**config.mk**
```make
export PLATFORM = sky130hd
export DESIGN_NAME = alu_exec_mc
export DESIGN_NICKNAME = d
export VERILOG_FILES = /design/src/rtl/alu_exec_mc.sv
export SDC_FILE = /design/constraint.sdc
export NUM_CORES = 1
export LEC_CHECK = 0
export CORE_MARGIN = 8
export CORE_UTILIZATION = 25
export CTS_CLUSTER_SIZE = 30
export DETAILED_ROUTE_END_ITERATION = 16
export PLACE_DENSITY = 0.4
export SLEW_MARGIN = 20
export SYNTH_ARGS = -nofsm -noshare
export SYNTH_HDL_FRONTEND = slang
export SYNTH_SLANG_ARGS = --single-unit
```
**constraint.sdc**
```tcl
create_clock -name clk -period 4.7 [get_ports clk]
set_input_delay 0.47 -clock clk [delete_from_list [all_inputs] [get_ports clk]]
set_output_delay 0.47 -clock clk [all_outputs]
set_load 0.05 [all_outputs]
```
**src/rtl/alu_exec_mc.sv**
```systemverilog
// Multi-cycle 32-bit ALU: single-cycle logic/arith ops, iterative shift-add MUL and restoring DIV.
// Optional macro ALU_OVF_EN enables signed ADD/SUB overflow detection; otherwise overflow is tied 0.
module alu_exec_mc #(
    parameter int WIDTH = 32,
    parameter int CNT_W = 6
) (
    input  logic             clk,
    input  logic             rst_n,
    input  logic             valid_in,
    output logic             ready_in,
    input  logic [3:0]       alu_ctl,
    input  logic [WIDTH-1:0] op_a,
    input  logic [WIDTH-1:0] op_b,
    output logic             valid_out,
    output logic [WIDTH-1:0] result,
    output logic             zero,
    output logic             div_by_zero,
    output logic             overflow,
    output logic             busy
);

    localparam logic [3:0] CTL_ADD = 4'b0001;
    localparam logic [3:0] CTL_SUB = 4'b0010;
    localparam logic [3:0] CTL_MUL = 4'b0011;
    localparam logic [3:0] CTL_DIV = 4'b0100;
    localparam logic [3:0] CTL_AND = 4'b0101;
    localparam logic [3:0] CTL_OR  = 4'b0110;
    localparam logic [3:0] CTL_NOR = 4'b0111;
    localparam logic [3:0] CTL_SLT = 4'b1000;
    localparam logic [3:0] CTL_XOR = 4'b1001;

    localparam logic [CNT_W-1:0] LAST_ITER = CNT_W'(WIDTH - 1);

    typedef enum logic [1:0] {
        IDLE,
        MUL,
        DIV,
        DONE
    } aluStateT;

    aluStateT         state;
    logic [CNT_W-1:0] counter;
    logic             loadPending;
    logic             isDiv;
    logic             negQuot;
    logic             divisorZero;
    logic [WIDTH-1:0] regA;
    logic [WIDTH-1:0] regB;
    logic [WIDTH-1:0] acc;

    logic             accept;
    logic [WIDTH-1:0] addRes;
    logic [WIDTH-1:0] subRes;
    logic [WIDTH-1:0] simpleRes;
    logic [WIDTH:0]   divTrial;
    logic             divFits;
    logic [WIDTH-1:0] divDiff;
    logic [WIDTH-1:0] doneRes;

    function automatic logic [WIDTH-1:0] absVal(input logic [WIDTH-1:0] v);
        return v[WIDTH-1] ? -v : v;
    endfunction

    assign ready_in = (state == IDLE);
    assign busy     = ~ready_in;
    assign accept   = valid_in && ready_in;

    assign addRes = op_a + op_b;
    assign subRes = op_a - op_b;

    // NOTE: every path through an always_comb must assign its outputs; the
    // default first keeps unlisted codes from inferring a latch.
    always_comb begin
        simpleRes = '0;
        case (alu_ctl)
            CTL_ADD: simpleRes = addRes;
            CTL_SUB: simpleRes = subRes;
            CTL_AND: simpleRes = op_a & op_b;
            CTL_OR:  simpleRes = op_a | op_b;
            CTL_NOR: simpleRes = ~(op_a | op_b);
            CTL_SLT: simpleRes = ($signed(op_a) < $signed(op_b)) ? WIDTH'(1) : '0;
            CTL_XOR: simpleRes = op_a ^ op_b;
            default: simpleRes = '0;
        endcase
    end

    // Restoring step: remainder lives in acc, dividend shifts out of regA
    // while quotient bits shift into it from the bottom.
    assign divTrial = {acc, regA[WIDTH-1]};
    assign divFits  = (divTrial >= {1'b0, regB});
    assign divDiff  = divTrial[WIDTH-1:0] - regB;

    always_comb begin
        doneRes = acc;
        if (isDiv) begin
            if (divisorZero) begin
                doneRes = '1;
            end else begin
                doneRes = negQuot ? -regA : regA;
            end
        end
    end

    // NOTE: datapath registers carry no reset; they are always loaded at accept
    // before being read, and the FSM reset alone aborts an operation.
    always_ff @(posedge clk) begin
        case (state)
            IDLE: begin
                if (accept) begin
                    regA  <= op_a;
                    regB  <= op_b;
                    acc   <= '0;
                    isDiv <= (alu_ctl == CTL_DIV);
                end
            end
            MUL: begin
                if (!loadPending) begin
                    acc  <= acc + (regB[0] ? regA : '0);
                    regA <= regA << 1;
                    regB <= regB >> 1;
                end
            end
            DIV: begin
                if (loadPending) begin
                    negQuot     <= regA[WIDTH-1] ^ regB[WIDTH-1];
                    divisorZero <= (regB == '0);
                    regA        <= absVal(regA);
                    regB        <= absVal(regB);
                end else begin
                    regA <= {regA[WIDTH-2:0], divFits};
                    acc  <= divFits ? divDiff : divTrial[WIDTH-1:0];
                end
            end
            default: ;
        endcase
    end

    always_ff @(posedge clk) begin
        if (!rst_n) begin
            state       <= IDLE;
            counter     <= '0;
            loadPending <= 1'b0;
            valid_out   <= 1'b0;
            result      <= '0;
            zero        <= 1'b0;
            div_by_zero <= 1'b0;
        end else begin
            // NOTE: sequential state uses non-blocking assignment; this default
            // makes valid_out a single-cycle pulse unless a branch below sets it.
            valid_out <= 1'b0;
            case (state)
                IDLE: begin
                    if (accept) begin
                        counter     <= '0;
                        loadPending <= 1'b1;
                        if (alu_ctl == CTL_MUL) begin
                            state <= MUL;
                        end else if (alu_ctl == CTL_DIV) begin
                            state <= DIV;
                        end else begin
                            valid_out   <= 1'b1;
                            result      <= simpleRes;
                            zero        <= (simpleRes == '0);
                            div_by_zero <= 1'b0;
                        end
                    end
                end
                MUL, DIV: begin
                    // First cycle is the operand load; then one bit per clock.
                    if (loadPending) begin
                        loadPending <= 1'b0;
                    end else if (counter == LAST_ITER) begin
                        state <= DONE;
                    end else begin
                        counter <= counter + 1'b1;
                    end
                end
                DONE: begin
                    state       <= IDLE;
                    valid_out   <= 1'b1;
                    result      <= doneRes;
                    zero        <= (doneRes == '0);
                    div_by_zero <= isDiv && divisorZero;
                end
                default: state <= IDLE;
            endcase
        end
    end

`ifdef ALU_OVF_EN
    logic simpleOvf;
    logic ovfReg;

    always_comb begin
        simpleOvf = 1'b0;
        if (alu_ctl == CTL_ADD) begin
            simpleOvf = (op_a[WIDTH-1] == op_b[WIDTH-1]) && (addRes[WIDTH-1] != op_a[WIDTH-1]);
        end else if (alu_ctl == CTL_SUB) begin
            simpleOvf = (op_a[WIDTH-1] != op_b[WIDTH-1]) && (subRes[WIDTH-1] != op_a[WIDTH-1]);
        end
    end

    // Only a simple ADD/SUB completion can raise the flag; all other cycles clear it.
    always_ff @(posedge clk) begin
        if (!rst_n) begin
            ovfReg <= 1'b0;
        end else begin
            ovfReg <= accept && simpleOvf;
        end
    end

    assign overflow = ovfReg;
`else
    assign overflow = 1'b0;
`endif

endmodule
```
==> results_dict.tcl, run 1 <==
set metrics [dict create \
    worstPathArrival_ns 4.83 \
    first_global_vias 18900 \
    met3_usage 0.0347 \
    cp.buffers_inverters 4 \
    place_congestion 0.928 \
    syn_to_final_growth_pct 24.7 \
    clock_latency_ns 0.48 \
    design.core.area_um2 71200 \
    power_density_nw_per_um2 608 \
    fin_crit_sh 0.946 \
    irDropWorstVdd_v 0.000401 \
    rsz0062_at_grt "false" \
    switching_power_mw 6.95 \
    swShare 0.510 \
    dr_total_vias 19100 \
    final_nets 2844 \
    criticalPathCategory "in -> reg" \
    grt.busiest_layer "met2" \
    placementRows 98 \
    finalPower_mw 13.6 \
    avgRoutedWirePerCell_um 23.2 \
    crit_chain "clkdlybuf4s50_1 > inv_1 > ha_1 > or3b_1 > a31oi_1 > a21oi_1 > buf_4 > a211oi_1 > o21bai_1 > a221o_1 > o21ai_0 > or4b_1 > nor4_1 > buf_4 > nand4_1 > o31ai_1" \
    maxCapViolations 0 \
    routed_wl_um 82300 \
    power.clock.fraction 0.112 \
    ys_types 92 \
    ant_nets 0 \
    dp_hpwl_um 68200 \
    mostFrequentLayoutCells "buf_4 (269), a21oi_1 (235), nand2_1 (204)" \
    fmax_ghz 0.225 \
    whs_ns 0.457 \
    ys_seq_area_frac 0.215 \
    drc 0 \
    slew_headroom 0.297 \
    startpoint_type "input pin" \
    ys.flop_type "edfxtp_1" \
    cts_hold_buf 0 \
    port_buffers 107 \
    drive_above_1_share 0.133 \
    worst_path_largest_cell_delay_ns 0.55 \
    syn_nets 2591 \
    period_minus_slack_ns 4.45 \
    cp_slowest_cell "or4b_1" \
    die_w_um 284 \
    synth_top_cell_by_area "edfxtp_1" \
    tritoncts "yes" \
    hold_class "reg -> reg" \
    setup_viol 0 \
    crit_fanout 5 \
    mostFrequentLayoutCell "buf_4" \
    required_ns 5.09 \
    clock-sinks 143 \
    power.share.sequential 0.207 \
    firstDrtPassIters 6 \
    dieArea_um2 80600 \
    final_core_util 0.314 \
    grt_max_degree 55 \
    start_util 0.252 \
    grt_util_met2 0.320 \
    antenna_found_initial 0 \
    synth_area_leaders "edfxtp_1 (17%), ha_1 (13%), a21oi_1 (6.6%), dfxtp_1 (4.9%), xnor2_1 (4.7%)" \
    root_buffer "clkbuf_16" \
    crit_family "compound AO/OA/AOI/OAI gates" \
    cts_made_buffers 17 \
    syn_area_um2 17900 \
    postSynthCellCount 2330 \
    vias_per_cell 5.37 \
    internal_power_mw 6.66 \
    cp-end-kind "flop" \
    finalSetupTns_ns 0 \
    drt-initial-drc-count 1443 \
    synth-seq-cells 143 \
    use_met1 0.263 \
    cp_common_cell "buf_4" \
    grtUsageTotal 0.198 \
    synthArstFlopShare 0 \
    grt-ovfl-total 0 \
    avgSynthCellArea_um2 7.70 \
    hold_violations 0 \
    grt_pass1_wl_um 122000 \
    yosysTopAreaCellShare 0.166 \
    ios 109 \
    cts_htree_levels 4 \
    leakage_nw 9.23 \
    skew_ns 0.0113 \
    path_clk_slew_ns 0.07 \
    chipHeight_um 284 \
    slew_viol_final 0 \
    ys_warn_count 0 \
    tightest_slew_ns 1.05 \
    status "finished, final reports clean" \
    comb_power_share 0.681 \
    diodes 0 \
    synth_edf_count 99 \
    clk_path_buf_depth 2 \
    post_cts_buffers 0 \
]
==> area by class of cell <==
cell class	instances	area, um2
clock inverter	13	188
timing repair buffer	377	3110
clock buffer	19	433
multi-input combinational	1890	13000
tap	950	1190
sequential	143	3850
fill	7631	48900
inverter	154	579
==> timing repair <==
action                     4_1_cts  5_1_grt
setup endpoints to repair        1        1
resized for setup                2        2
pin swaps                        0        1
==> state kept, by name, indices dropped and copies added (netlist names), 2 cells and up <==
signal / flops
acc: 32
regA: 32
regB: 32
result: 32
counter: 6
state: 2
==> final timing paths <==
| path | start | to | slack, ns | depth (start not counted) |
|---|---|---|---|---|
| max | op_b[4] | zero | 0.25 | 16 |
| max reg2reg | regA[1] | zero | 0.26 | 18 |
| min | result[13] | result[13] | 0.46 | 2 |
| min reg2reg | result[13] | result[13] | 0.46 | 2 |
==> cell usage after synthesis, types with 15 or more instances <==
| master | n |
|---|---|
| nor3_1 | 59 |
| buf_1 | 15 |
| nand4_1 | 27 |
| nor2b_1 | 22 |
| edfxtp_1 | 99 |
| xor2_1 | 44 |
| o21bai_1 | 17 |
| dfxtp_1 | 44 |
| and2_1 | 42 |
| xnor2_1 | 97 |
| o21ai_0 | 104 |
| nor4_1 | 26 |
| nand2b_1 | 34 |
| a31oi_1 | 30 |
| inv_1 | 152 |
| nand3_1 | 43 |
| a21o_1 | 44 |
| o211ai_1 | 39 |
| a21oi_1 | 236 |
| o21a_1 | 17 |
| nand2_1 | 204 |
| o22ai_1 | 87 |
| ha_1 | 186 |
| mux2i_1 | 52 |
| a221oi_1 | 69 |
| and3_1 | 18 |
| clkbuf_1 | 115 |
| o31ai_1 | 21 |
| nor2_1 | 163 |
==> kinds of logic (layout without fill, tap and decap cells) <==
family | Yosys count | count (layout) | synth area share
DFF | 143 | 143 | 0.215
muxes | 54 | 54 | 0.0303
adders and majority gates | 190 | 190 | 0.134
and+or+nand+nor | 708 | 708 | 0.195
other | 1 | 1 | 0.000209
buffers and inverters | 297 | 563 | 0.0638
AOI/OAI and AO/OA | 796 | 796 | 0.293
xor gates and xnor gates | 141 | 141 | 0.0688
==> worst min-delay path, cell delays in order (launching register included) <==
cell and delay (ns):
dfxtp_1 0.31, nand2_1 0.05, a21oi_1 0.05
==> layer usage <==
metal  wire length, um  part of all wire  vias up
li1                  -                 -     9165
met1             38300              0.47     9265
met2             37700              0.46      540
met3              3950             0.048       85
met4              2390             0.029        0
met5                 0                 0        -
==> power by group through the flow <==
stage	clock network (mW)	logic (mW)	registers, mW
6_report	1.52	9.27	2.82
5_1_grt	1.61	10.2	2.90
4_1_cts	1.57	9.26	2.81
3_5_place_dp	0	9.20	2.84
3_3_place_gp	0	9.17	2.84
2_1_floorplan	0	6.13	2.83
==> metrics by stage <==
step	setup WS [ns]	cell area [um2]	std cells
after detailed placement	-0.229	21700	3514
after global placement	-0.157	21700	3514
after CTS	0.0391	22400	3546
after global routing	0.00624	22400	3546
final	0.255	22400	3546
after floorplan	0.141	17900	2330
No activity file was read; power rests on OpenSTA's default activity.
==> inputs of run 2 (changes only) <==
- CORE_MARGIN: 8 -> 2
==> run 2 against run 1 <==
Effect of this change: routed wire length shrank 0.60%; non-clock buffer count shrank 38; combinational power shrank 1%; die area shrank 8.3%; via count shrank 1.1%; flip-flop and latch count is the same; critical path type is now reg -> reg; cell count shrank 1.1%.
==> results_dict.tcl, run 2 (synthesized netlist as in run 1, its figures left out) <==
set metrics [dict create \
    cp.buffers_inverters 2 \
    diodes 0 \
    port_buffers 107 \
    firstDrtPassIters 6 \
    drc 0 \
    worstPathArrival_ns 4.78 \
    startpoint_type "flop" \
    cp-end-kind "flop" \
    design.core.area_um2 71200 \
    hold_violations 0 \
    clk_path_buf_depth 2 \
    placed_area_um2 21400 \
    mostFrequentLayoutCells "a21oi_1 (235), buf_4 (229), nand2_1 (204)" \
    start_util 0.252 \
    drive_above_1_share 0.120 \
    cts_made_buffers 17 \
    irDropWorstVdd_v 0.000410 \
    timing.final.ws_setup_ns 0.315 \
    worst_path_largest_cell_delay_ns 0.58 \
    tightest_slew_ns 1.02 \
    chipHeight_um 272 \
    cts.repair.resized 0 \
    skew_ns 0.0186 \
    post_cts_buffers 0 \
    root_buffer "clkbuf_16" \
    avgRoutedWirePerCell_um 23.3 \
    grt_max_degree 56 \
    clock-sinks 143 \
    ios 109 \
    grt_pass1_wl_um 121000 \
    placementRows 98 \
    cp_slowest_cell "or4b_4" \
    place_congestion 0.926 \
    tritoncts "yes" \
    cts_htree_levels 4 \
    drt-initial-drc-count 1505 \
    mostFrequentLayoutCell "a21oi_1" \
    fin_crit_sh 0.933 \
    final_nets 2806 \
    first_global_vias 18500 \
    routed_wl_um 81800 \
    dr_total_vias 18900 \
    cts_hold_buf 0 \
    dp_slack_ns -0.120 \
    period_minus_slack_ns 4.39 \
    grtUsageTotal 0.218 \
    ant_nets 0 \
    hold_class "reg -> reg" \
    dp_hpwl_um 67000 \
    clock_latency_ns 0.49 \
    slew_viol_final 0 \
    crit_chain "or4_4 > or4b_4 > or4_4 > nor3b_1 > ha_1 > a21oi_1 > o22ai_1 > buf_4 > nand2_1 > nor2_1 > nand3_1 > nor4_1 > buf_4 > nand4_1 > nor4_1 > o21ai_0 > o31ai_1" \
    finalSetupTns_ns 0 \
    vias_per_cell 5.37 \
    rsz0062_at_grt "false" \
    path_clk_slew_ns 0.07 \
    required_ns 5.09 \
    antenna_found_initial 0 \
    status "finished, final reports clean" \
    power_density_nw_per_um2 614 \
    final_cell_area_um2 22100 \
    grt-ovfl-total 0 \
    setup_viol 0 \
    n_fill_cell 7670 \
    dieArea_um2 73900 \
    final_core_util 0.310 \
    crit_fanout 4 \
    maxCapViolations 0 \
    slew_headroom 0.310 \
    criticalPathCategory "reg -> reg" \
    leakage_nw 9.07 \
    crit_family "simple AND/OR/NAND/NOR gates" \
    fmax_ghz 0.228 \
    die_w_um 272 \
    syn_to_final_growth_pct 23.2 \
]
run 2: path summary, 6_finish.rpt:
kind              cells after the start  slack, ns          to  startpoint
hold / removal                        2       0.46  result[20]  result[20]
setup reg to reg                     17       0.31        zero     regA[1]
setup / recovery                     17       0.31        zero     regA[1]
hold reg to reg                       2       0.46  result[20]  result[20]
run 2: report_power, final:
part           switching, mW  internal [mW]  total [mW]  leakage [nW]
logic                   5.62           3.55        9.17          7.39
clock network          0.652          0.879        1.53         0.320
registers              0.689           2.18        2.87          1.36
run 2: worst register-to-register path, stage by stage, from the launching register on:
cell      delay [ns]
edfxtp_1        0.43
or4_4           0.55
or4b_4          0.59
or4_4           0.49
nor3b_1         0.29
ha_1            0.18
a21oi_1         0.06
o22ai_1         0.13
buf_4           0.19
nand2_1         0.06
nor2_1          0.12
nand3_1         0.08
nor4_1          0.27
buf_4           0.19
nand4_1         0.13
nor4_1          0.27
o21ai_0         0.18
o31ai_1         0.10
run 2: layout make-up:
| class | count | area (um2) | share of cell area |
|---|---|---|---|
| multi-input combinational | 1890 | 13000 | 0.588 |
| sequential | 143 | 3850 | 0.174 |
| timing repair buffer | 339 | 2850 | 0.129 |
| tap | 950 | 1190 | 0.0538 |
| inverter | 154 | 579 | 0.0262 |
| clock buffer | 23 | 547 | 0.0247 |
| clock inverter | 9 | 83.8 | 0.00379 |
run 2: layer usage:
metal	track usage	up-vias	wire length (um)
met3	0.0245	71	2960
met2	0.364	489	38300
met1	0.297	9213	38800
li1	-	9081	-
met4	0.0541	0	1760
met5	0	-	0
run 2: stage by stage:
stage	power, mW	hold WS (ns)	cells
floorplan	8.96	0.465	2330
global placement	11.9	0.445	3475
detailed placement	11.9	0.447	3475
CTS	13.5	0.460	3507
global route	14.6	0.483	3508
finish	13.6	0.459	3508
==> inputs of run 3 (changes only) <==
- CORE_MARGIN: 2 -> default
==> run 3 against run 2 <==
Effect of this change: utilization rose by 1.2 points; fmax is 2.4% lower; worst setup slack worse by 0.11 ns; total power grew 0.11%; critical path depth fell by 2; sequential share of layout area shrank 0.47 points; combinational power barely moved; critical endpoint unchanged; sequential power about the same; hold slack lost 0.0034 ns; die area fell by 1.5%; register-to-register slack worse by 0.04 ns; cell count increased by 2.1%.
==> results_dict.tcl, run 3 (synthesized netlist as in run 1, its figures left out) <==
set metrics [dict create \
    drt-initial-drc-count 1577 \
    path_clk_slew_ns 0.07 \
    vias_per_cell 5.32 \
    cts.repair.resized 0 \
    period_minus_slack_ns 4.49 \
    grt-ovfl-total 0 \
    final_cell_area_um2 22700 \
    finalSetupTns_ns 0 \
    cp_slowest_cell "or4_1" \
    holdCritStartpoint "result[14]" \
    crit_fanout 2 \
    maxCapViolations 0 \
    dr_total_vias 19100 \
    clock-sinks 143 \
    fmax_ghz 0.223 \
    final_cells 3582 \
    cts_htree_levels 4 \
    grt_pass1_wl_um 122000 \
    required_ns 5.10 \
    final_nets 2890 \
    dp_hpwl_um 68200 \
    crit_chain "clkdlybuf4s50_1 > inv_1 > ha_1 > fa_1 > o21ba_2 > or4_4 > and2_4 > a21oi_2 > a2bb2oi_1 > a31oi_1 > or4_1 > or4_1 > nor4_1 > nand4_1 > o31ai_1" \
    final_core_util 0.322 \
    irDropWorstVdd_v 0.000347 \
    cts_hold_buf 0 \
    rsz0062_at_grt "false" \
    cp-end-kind "flop" \
    hold_violations 0 \
    status "finished, final reports clean" \
    port_buffers 107 \
    clock_latency_ns 0.49 \
    finalPower_mw 13.6 \
    tightest_slew_ns 1.04 \
    criticalPathCategory "in -> reg" \
    routed_wl_um 82400 \
    dp_slack_ns -0.311 \
    hold_class "reg -> reg" \
    mostFrequentLayoutCells "buf_4 (312), a21oi_1 (235), nand2_1 (204)" \
    dp.cells 3550 \
    r2r_start "regA[1]" \
    crit_family "simple AND/OR/NAND/NOR gates" \
    antenna_found_initial 1 \
    ios 109 \
    root_buffer "clkbuf_16" \
    placementRows 97 \
    cp.buffers_inverters 2 \
    drc 0 \
    tritoncts "yes" \
    firstDrtPassIters 6 \
    worst_path_largest_cell_delay_ns 0.58 \
    setup_viol 0 \
    mostFrequentLayoutCell "buf_4" \
    worstPathArrival_ns 4.89 \
    clk_path_buf_depth 2 \
    grtUsageTotal 0.222 \
    grt_max_degree 58 \
    cts_made_buffers 17 \
    chipHeight_um 270 \
    hold-path-cell-count 2 \
    skew_ns 0.0134 \
    slew_viol_final 0 \
    cp_common_cell "or4_1" \
    n_fill_cell 7510 \
    timing.final.ws_setup_ns 0.207 \
    diodes 0 \
    post_cts_buffers 0 \
    startpoint_type "input pin" \
    placed_area_um2 22100 \
    ant_nets 0 \
    die_w_um 270 \
    leakage_nw 9.47 \
    place_congestion 0.946 \
    whs_ns 0.455 \
    power_density_nw_per_um2 598 \
    hold_end "result[14]" \
    start_util 0.254 \
    r2r_cells 17 \
    slew_headroom 0.308 \
    regToRegSetupSlack_ns 0.27 \
    drive_above_1_share 0.148 \
    design.core.area_um2 70500 \
    syn_to_final_growth_pct 26.7 \
    avgRoutedWirePerCell_um 23.0 \
    dieArea_um2 72800 \
    first_global_vias 18800 \
    r2r-end "zero" \
    fin_crit_sh 0.956 \
]
## run 3: changes by cell type in the layout (fill, tap and decap cells not counted), moves of 2 or more
cell        before  now
clkbuf_16       21   17
clkinv_2         2    4
buf_4          229  312
inv_4            5    0
buf_12           2    4
clkinvlp_4       0    2
bufinv_16        1    4
clkinv_4         0    2
## run 3: worst register-to-register path, cell delays in order (launching register included)
cell and delay, ns:
edfxtp_1 0.44, or4_4 0.59, or4b_4 0.61, or4_4 0.49, nor3b_1 0.25, ha_1 0.15, a21oi_1 0.06, o22ai_1 0.22
buf_4 0.20, nand2_1 0.06, nor2_1 0.10, nand3_1 0.08, nor4_1 0.27, buf_4 0.18, nand4_1 0.14, nor4_1 0.26
o21ai_0 0.14, o31ai_1 0.09
## run 3: where the power goes
| part | switching, mW | total [mW] | leakage [nW] | internal, mW |
|---|---|---|---|---|
| registers | 0.694 | 2.87 | 1.36 | 2.18 |
| clock network | 0.651 | 1.55 | 0.304 | 0.903 |
| logic | 5.57 | 9.16 | 7.80 | 3.59 |
| total | 6.91 | 13.6 | 9.47 | 6.67 |
## run 3: worst max-delay path by stage
stage	end	depth (start not counted)	slack (ns)	startpoint
6_report	zero	15	0.21	op_a[0]
4_1_cts	zero	15	0.21	op_a[0]
3_5_place_dp	zero	15	-0.31	op_a[0]
2_1_floorplan	regA[0]	6	0.14	state[0]
3_3_place_gp	zero	15	-0.39	op_a[0]
5_1_grt	zero	17	0.009	regA[1]
## run 3: per-layer routing
metal  global-route usage  wire length, um  vias up
met3               0.0275             3360       62
met1                0.308            39700     9241
met5                    0                0        -
li1                     -                -     9254
met4               0.0529             1550        0
met2                0.363            37800      499
## run 3: final cells by class
type                       count  area [um2]  area share
sequential                   143        3850       0.170
inverter                     154         579      0.0255
clock inverter                13         185     0.00815
timing repair buffer         423        3490       0.154
clock buffer                  19         443      0.0195
tap                          940        1180      0.0518
multi-input combinational   1890       13000       0.572
